### config.mk
export PLATFORM = sky130hd
export DESIGN_NAME = flit_packetizer
export DESIGN_NICKNAME = d
export VERILOG_FILES = /design/src/rtl/flit_packetizer.sv
export SDC_FILE = /design/constraint.sdc
export NUM_CORES = 1
export LEC_CHECK = 0
export CAP_MARGIN = 0
export CORE_ASPECT_RATIO = 0.8
export CORE_MARGIN = 2
export CORE_UTILIZATION = 38
export DETAILED_ROUTE_END_ITERATION = 8
export GPL_TIMING_DRIVEN = 0
export PLACE_DENSITY = 0.79
export SLEW_MARGIN = 25
export SYNTH_ARGS = -nofsm -noshare
export SYNTH_HDL_FRONTEND = slang
export SYNTH_SLANG_ARGS = --single-unit
### constraint.sdc
create_clock -name clk -period 1.5 [get_ports clk]
set_clock_uncertainty 0.2 [all_clocks]
set_input_delay 0.225 -clock clk [delete_from_list [all_inputs] [get_ports clk]]
set_output_delay 0.225 -clock clk [all_outputs]
set_load 0.01 [all_outputs]
### src/rtl/flit_packetizer.sv
// ---------------------------------------------------------------------------
// flit_packetizer
//
// Network-interface transmitter feeding a router's local input port. A message
// request (destination node index + payload length) followed by a stream of
// payload words is turned into a head / body / tail flit stream.
//
// The head flit carries the destination mesh coordinates where HeadFlitDecoder
// expects them: DestY at data[0 +: RB], DestX at data[RB +: RB], all higher
// data bits zero. Flit type lives in the two MSBs of flit_data:
//    2'b01 head, 2'b00 body, 2'b10 tail, 2'b11 head+tail (single flit).
//
// Ports:
//    clk        in   clock
//    rst        in   asynchronous active-low reset
//    msg_valid  in   message request valid
//    msg_ready  out  request accepted when msg_valid & msg_ready
//    msg_dest   in   destination node index, clog2(N) bits
//    msg_len    in   payload flits following the head, LEN_WIDTH bits
//    pay_valid  in   payload word valid
//    pay_ready  out  payload word accepted when pay_valid & pay_ready
//    pay_data   in   payload word, DATA_WIDTH bits
//    flit_valid out  registered flit valid towards the router
//    flit_ready in   router accepts the flit
//    flit_data  out  {type[1:0], data[DATA_WIDTH-1:0]}
//    err_dest   out  one-cycle pulse after accepting msg_dest >= N
//    self_send  out  one-cycle pulse after accepting msg_dest == INDEX
// ---------------------------------------------------------------------------
module flit_packetizer #(
    parameter int N          = 4,
    parameter int INDEX      = 1,
    parameter int DATA_WIDTH = 8,
    parameter int LEN_WIDTH  = 4
) (
    input  logic                    clk,
    input  logic                    rst,
    input  logic                    msg_valid,
    output logic                    msg_ready,
    input  logic [$clog2(N)-1:0]    msg_dest,
    input  logic [LEN_WIDTH-1:0]    msg_len,
    input  logic                    pay_valid,
    output logic                    pay_ready,
    input  logic [DATA_WIDTH-1:0]   pay_data,
    output logic                    flit_valid,
    input  logic                    flit_ready,
    output logic [DATA_WIDTH+1:0]   flit_data,
    output logic                    err_dest,
    output logic                    self_send
);

    // Integer square root used to recover the mesh dimension from N.
    function automatic int isqrt(input int n);
        int r;
        r = 0;
        for (int i = 1; i <= n; i++) begin
            if (i * i <= n) r = i;
        end
        return r;
    endfunction

    localparam int DIM = isqrt(N);
    localparam int RB  = $clog2(DIM);
    localparam int DW  = $clog2(N);

    localparam logic [DW:0]           NODES    = (DW + 1)'(N);
    localparam logic [DW-1:0]         DIM_V    = DW'(DIM);
    localparam logic [DW-1:0]         SELF_ID  = DW'(INDEX);
    localparam logic [LEN_WIDTH-1:0]  LEN_ZERO = '0;
    localparam logic [LEN_WIDTH-1:0]  LEN_ONE  = LEN_WIDTH'(1);

    localparam logic [1:0] T_BODY   = 2'b00;
    localparam logic [1:0] T_HEAD   = 2'b01;
    localparam logic [1:0] T_TAIL   = 2'b10;
    localparam logic [1:0] T_SINGLE = 2'b11;

    typedef enum logic [1:0] {
        S_IDLE,
        S_BODY,
        S_DROP
    } state_t;

    state_t                  r_state;
    logic                    r_flitValid;
    logic [DATA_WIDTH+1:0]   r_flitData;
    logic [LEN_WIDTH-1:0]    r_remaining;
    logic                    r_errDest;
    logic                    r_selfSend;

    logic                    w_slotFree;
    logic                    w_msgReady;
    logic                    w_payReady;
    logic                    w_msgAccept;
    logic                    w_payAccept;
    logic                    w_destOk;
    logic                    w_lastWord;
    logic [DW-1:0]           w_destY;
    logic [DW-1:0]           w_destX;
    logic [DATA_WIDTH-1:0]   w_headData;

    // The single output stage can take a new flit when it is empty or is
    // being drained this very cycle, which gives back-to-back flits.
    assign w_slotFree = !r_flitValid || flit_ready;

    // Handshake readies are gated by reset so both read low while rst is held.
    assign w_msgReady  = rst && (r_state == S_IDLE) && w_slotFree;
    assign w_payReady  = rst && (((r_state == S_BODY) && w_slotFree) || (r_state == S_DROP));
    assign w_msgAccept = msg_valid && w_msgReady;
    assign w_payAccept = pay_valid && w_payReady;

    assign w_destOk   = ({1'b0, msg_dest} < NODES);
    assign w_lastWord = (r_remaining == LEN_ONE);

    // Row-major node numbering: quotient is Y, remainder is X. Both are below
    // DIM and therefore fit in RB bits, so shifting and OR-ing the zero-extended
    // values yields exactly {0..., DestX, DestY}.
    assign w_destY    = msg_dest / DIM_V;
    assign w_destX    = msg_dest - (w_destY * DIM_V);
    assign w_headData = (DATA_WIDTH'(w_destX) << RB) | DATA_WIDTH'(w_destY);

    // Packet sequencer and output register. The flit stage clears on a drain
    // and any load in the same cycle overrides that clear.
    always_ff @(posedge clk or negedge rst) begin
        if (!rst) begin
            r_state     <= S_IDLE;
            r_flitValid <= 1'b0;
            r_flitData  <= '0;
            r_remaining <= '0;
            r_errDest   <= 1'b0;
            r_selfSend  <= 1'b0;
        end else begin
            r_errDest  <= 1'b0;
            r_selfSend <= 1'b0;
            if (flit_ready) r_flitValid <= 1'b0;

            unique case (r_state)
                S_IDLE: begin
                    if (w_msgAccept) begin
                        r_remaining <= msg_len;
                        if (w_destOk) begin
                            r_flitValid <= 1'b1;
                            r_flitData  <= {((msg_len == LEN_ZERO) ? T_SINGLE : T_HEAD), w_headData};
                            r_selfSend  <= (msg_dest == SELF_ID);
                            if (msg_len != LEN_ZERO) r_state <= S_BODY;
                        end else begin
                            // Unreachable node: swallow the payload without emitting flits.
                            r_errDest <= 1'b1;
                            if (msg_len != LEN_ZERO) r_state <= S_DROP;
                        end
                    end
                end
                S_BODY: begin
                    if (w_payAccept) begin
                        r_flitValid <= 1'b1;
                        r_flitData  <= {(w_lastWord ? T_TAIL : T_BODY), pay_data};
                        r_remaining <= r_remaining - LEN_ONE;
                        if (w_lastWord) r_state <= S_IDLE;
                    end
                end
                S_DROP: begin
                    if (w_payAccept) begin
                        r_remaining <= r_remaining - LEN_ONE;
                        if (w_lastWord) r_state <= S_IDLE;
                    end
                end
                default: r_state <= S_IDLE;
            endcase
        end
    end

    assign msg_ready  = w_msgReady;
    assign pay_ready  = w_payReady;
    assign flit_valid = r_flitValid;
    assign flit_data  = r_flitData;
    assign err_dest   = r_errDest;
    assign self_send  = r_selfSend;

endmodule

Word level (Yosys, flattened, before mapping)
Index checks and enable logic that the tools add are counted.
Operators by class
  multipliers: 0
  add/subtract/negate cells: 2
  bitwise gates (word level): 1
  reduce and logical (&&, ||, !) cells: 18
  shift-type cells: 0
  magnitude comparators: 0
  mux-type cells: 19
  div/mod/pow operators: 0
  eq/ne operators: 9
Operators by type and width (count)
  two-way mux 10 bit: 2
  case mux 10 bit (2 select lines): 1
  two-way mux 2 bit: 6
  two-way mux 4 bit: 2
  case mux 4 bit (2 select lines): 1
  logical AND 1 bit: 6
  != test 2 x 1 -> 1 bit (second input constant): 3
  AND reduction 3 bit: 2
  two-way mux 1 bit: 5
  equality test 2 x 1 -> 1 bit (second input constant): 2
  equality test 4 x 1 -> 1 bit (second input constant): 1
  zero test 4 bit: 1
  != test 2 bit (second input constant): 2
  case mux 2 bit (2 select lines): 1
  AND reduction 4 bit: 1
  nonzero test 2 bit: 2
  nonzero test 4 bit: 1
  subtractor 4 x 1 -> 4 bit (second input constant): 1
  bitwise OR 3 x 1 -> 3 bit: 1
  equality test 2 bit (second input constant): 1
  zero test 2 bit: 1
  logical OR 1 bit: 2
  case mux 1 bit (2 select lines): 1
  OR reduction 2 bit: 1
  2 further kinds: 2
Word-level totals
  memories kept: 0
  bits in read-only memories: 0
  bits in registers: 18
  output and inout bits: 15
  bits in writable memories: 0
  input bits: 19
  word-level logic and storage cells: 54
  latch bits: 0

Logic depth before layout (Yosys ltp)
  word-level depth: 8
  gate-level depth with buffers: 6
  depth with buffers taken out: 5

Worst setup path after synthesis
Ideal clock, no wire load.
  kind: reg-to-reg
  from: register r_state[0]
  to: register r_flitData[9] (netlist: flit_data[9])
  setup time: 0.074 ns
  path buffers: 1
  data required time: 1.226 ns
  clock period less this slack: 1.532 ns
  data arrival time: 1.258 ns
  stages on the path, launching flop included: 6
  setup slack: -0.032 ns
  path through: dfrtp_1 > buf_6 > or4_1 > nor2_2 > nor2_1 > o21ai_2
Between the ends
  word-level cells in the longest chain between the ends: 7
  elaborated cells between the ends (all ways): 15
  those cells by class: eq/ne (4); mux (1); reduce/logical (10)
RTL lines
  from (decl): RTL line 82  | state_t r_state;
  from (signal assigned): RTL line 124  | r_state <= S_IDLE;
  from (signal assigned): RTL line 143  | if (msg_len != LEN_ZERO) r_state <= S_BODY;
  from (signal assigned): RTL line 147  | if (msg_len != LEN_ZERO) r_state <= S_DROP;
  equality test 2 x 1 -> 1 bit: RTL line 106, 135
  logical AND 1 bit: RTL line 106  | assign w_payReady = rst && (((r_state == S_BODY) && w_slotFree) || (r_state == S_DROP));
  logical OR 1 bit: RTL line 106
  logical AND 1 bit: RTL line 106
  logical AND 1 bit: RTL line 108  | assign w_payAccept = pay_valid && w_payReady;
  != test 2 bit (no source line)
  AND reduction 3 bit (no source line)
  to (signal assigned): RTL line 141  | r_flitData <= {((msg_len == LEN_ZERO) ? T_SINGLE : T_HEAD), w_headData};
  to (signal assigned): RTL line 154  | r_flitData <= {(w_lastWord ? T_TAIL : T_BODY), pay_data};
  to (decl): RTL line 84  | logic [DATA_WIDTH+1:0] r_flitData;
Parallel ways exist; a longest one is shown, timed or not.
A chain may end at the register's enable or synchronous reset.

Worst setup path after layout
  from: register r_state[0]
  to: output port pay_ready
Between the ends
  word-level cells in the longest chain between the ends: 4
  elaborated cells between the ends (all ways): 5
  those cells by class: eq/ne (2); reduce/logical (3)
RTL lines
  equality test 2 x 1 -> 1 bit: RTL line 106
  logical AND 1 bit: RTL line 106
  logical OR 1 bit *: RTL line 106
  logical AND 1 bit *: RTL line 106
  to (decl): RTL line 42  | output logic pay_ready,
Mark *: on every way between the ends. The rest lies on a longest branch, timed or not.

==> metrics.txt <==
WP data arrival 1180 ps; Rel. slew slack 0.483; final setup violation count 9; Int Pwr 1.48 mW; Synth Flop Type dfrtp_1; Crit Path Max Fanout 3; die height roughly 47 um; CP Class reg2out; Cells after Synth just over 80; NumNets Final roughly 150; Placeable Area ~2200 um^2; Placer Congestion 0.838; WP data required ~1100 ps; post-layout util 0.653; Seq cells post-synth 17; row count 15; Worst-Margin Slew 776 ps; routed wire length approximately 2500 um; post-route minimum period between 1500 and 2000 ps; H-tree levels 1; NetSw about 940 uW; Max VDD drop 975 uV; Maximum Capacitance Violations 0; synth unique cells 31; Slew Viols, Final 0; Reg clk slew, reported paths 100 ps; failing checks setup timing; pwr/cell area about 1700 nW/um^2; first-pass GRT wire length 3550 um; Synth area leaders dfrtp_1, a22o_1, mux2i_1; synth warn 0; Worst setup SP type flop; DP HPWL approximately 1600 um; Final WS setup -107 ps; GRT Total Usage 0.180; Switching Fraction 0.389; largest net degree at the start of global routing 18; leak pwr ~0.68 nW; post-route ant nets 0; CP bufs+invs 2; antenna violations before repair 0; via/cell ratio roughly 5.3; Sequential Area around 430 um^2; DIE WIDTH approximately 57 um; largest incremental delay on the critical path around 470 ps; Clock Sinks 17; Synth top cells by count dfrtp_1, nand2_1, a22o_1; Synth Net Count 104; Post-Syn Area slightly below 900 um^2; area fraction of the dominant cell type after synthesis 0.491; Inserted Diodes 0; grt total ovfl 0; clock share of power 0.107; setup TNS -405 ps; cells along the critical path clkbuf_16 > and3_4 > buf_6; CTS Buf Count 3; vias in the first global route around 770; HP Class in2async; Mapped Avg Cell Area between 10 and 15 um^2; starting density of the core 0.401; status finished, violations left; crit path max-delay cell type dfrtp_2; Post-synth EDFFs 0; Vias approximately 800; sequential share of the synthesized area 0.491; final worst-path cycle share 1.07; multi-input logic area around 460 um^2; Place WS -1140 ps; clk_lat worst skew approximately 300 ps; post-DR wirelength/cell about 17 um; endpoint class of the critical path output pin; Total Power ~2.4 mW; Top delay family on crit path flip-flops; Die ar. 2680 um^2; Yosys top cell by area dfrtp_1; TritonRoute pass-1 iters 4; CTS Root Cell clkbuf_4; drc violations 0; async set-or-reset flop fraction in the synthesized netlist 1.00; Comb pwr share 0.556; Clock Tree Buf Depth 2; final hold vios 0; CTS tree built; io pins 34; fmax 622 MHz; Port Buf Inserts 32; Iter 0 DRT Violations 15; Fill cells ~160; layout cell share with drive strength beyond 1 0.331; most frequent cell after synthesis dfrtp_1; sequential group share of total power 0.338; P&R area growth vs syn 62.7%; unrepaired setup endpoints after global routing true
-- worst register-to-register path, cell delays in order (launching register included) --
cell     delay [ps]
dfrtp_2         470
mux2_4          350
nand3_4         100
buf_6           140
o22ai_4          60
nor3_2          200
-- placed cells by master (no fill, tap or decap), types with 2 or more instances in the layout --
cell,netlist,final
nor2_2,1,3
nand2_1,9,7
and3_4,0,2
nor3_2,0,2
clkdlybuf4s50_1,0,17
a21oi_1,4,3
ha_1,2,2
clkbuf_4,0,3
buf_6,2,7
dfrtp_1,17,16
nand2_2,0,2
o21ai_2,1,3
buf_4,1,6
nor3_1,4,2
mux2i_1,4,4
buf_2,1,2
a22o_1,6,6
o21ai_0,5,2
dlygate4sd2_1,0,12
nand3_1,2,2
inv_1,4,4
-- logic make-up (layout without fill, tap and decap cells) --
group	count (synthesis)	in the layout	share of synthesized area
and+or+nand+nor	29	29	0.188
other	1	1	0.00433
DFF	17	17	0.491
adders and majority gates	2	2	0.0289
AOI/OAI and AO/OA	19	19	0.158
muxes	5	5	0.0636
buffers and inverters	10	54	0.0665
-- metal layers --
metal,vias to the layer above,share of wire,track usage
li1,380,-,-
met1,394,0.44,0.228
met2,27,0.50,0.289
met3,5,0.044,0.0534
met4,0,0.016,0.0791
met5,-,0,0
-- path summary, 6_finish.rpt --
kind / cells after the start / from / to / slack (ps)
worst max-delay path: 3 / r_state[0] / pay_ready / -110
worst min-delay path: 2 / rst / flit_data[5] / 70
worst max register to register: 5 / r_state[0] / r_remaining[2] / -100
worst min register to register: 2 / flit_data[9] / flit_data[9] / 290
max in group asynchronous: 2 / rst / r_state[0] / 500
min in group clk: 3 / rst / self_send / 90
-- state kept, by name, indices dropped and copies added, names as in the netlist --
signal,cells
self_send,1
r_remaining,4
flit_data,10
flit_valid,1
r_state,1
-- power groups by stage --
stage	clock, mW	combinational (mW)	sequential (mW)
global route	0.277	1.43	0.837
detailed placement	0	1.09	0.791
CTS	0.256	1.20	0.775
floorplan	0	0.555	0.829
finish	0.258	1.34	0.817
global placement	0	1.04	0.775
-- what timing repair did --
item / 4_1_cts / 5_1_grt
hold buffers: 1 / 0
endpoints found under the setup margin: 31 / 33
pin swaps: 9 / 4
setup buffers: 3 / 6
endpoints found under the hold margin: 17 / 0
gates resized for setup: 44 / 19
gates cloned: 2 / 0
-- layout make-up --
class / count / area share
Multi-Input combinational cell: 56 / 0.329
Sequential cell: 17 / 0.303
Timing Repair Buffer: 42 / 0.278
Buffer: 4 / 0.0391
Tap cell: 25 / 0.0222
Clock buffer: 4 / 0.0187
Inverter: 4 / 0.0107
-- through the flow --
stage,area (um^2),std cells,hold slack (ps)
2_1_floorplan,870,83,-271
3_3_place_gp,1220,140,268
3_5_place_dp,1220,140,278
4_1_cts,1340,149,51.8
5_1_grt,1410,152,96.7
6_report,1410,152,73.8
Power figures use the tool's default switching activity.
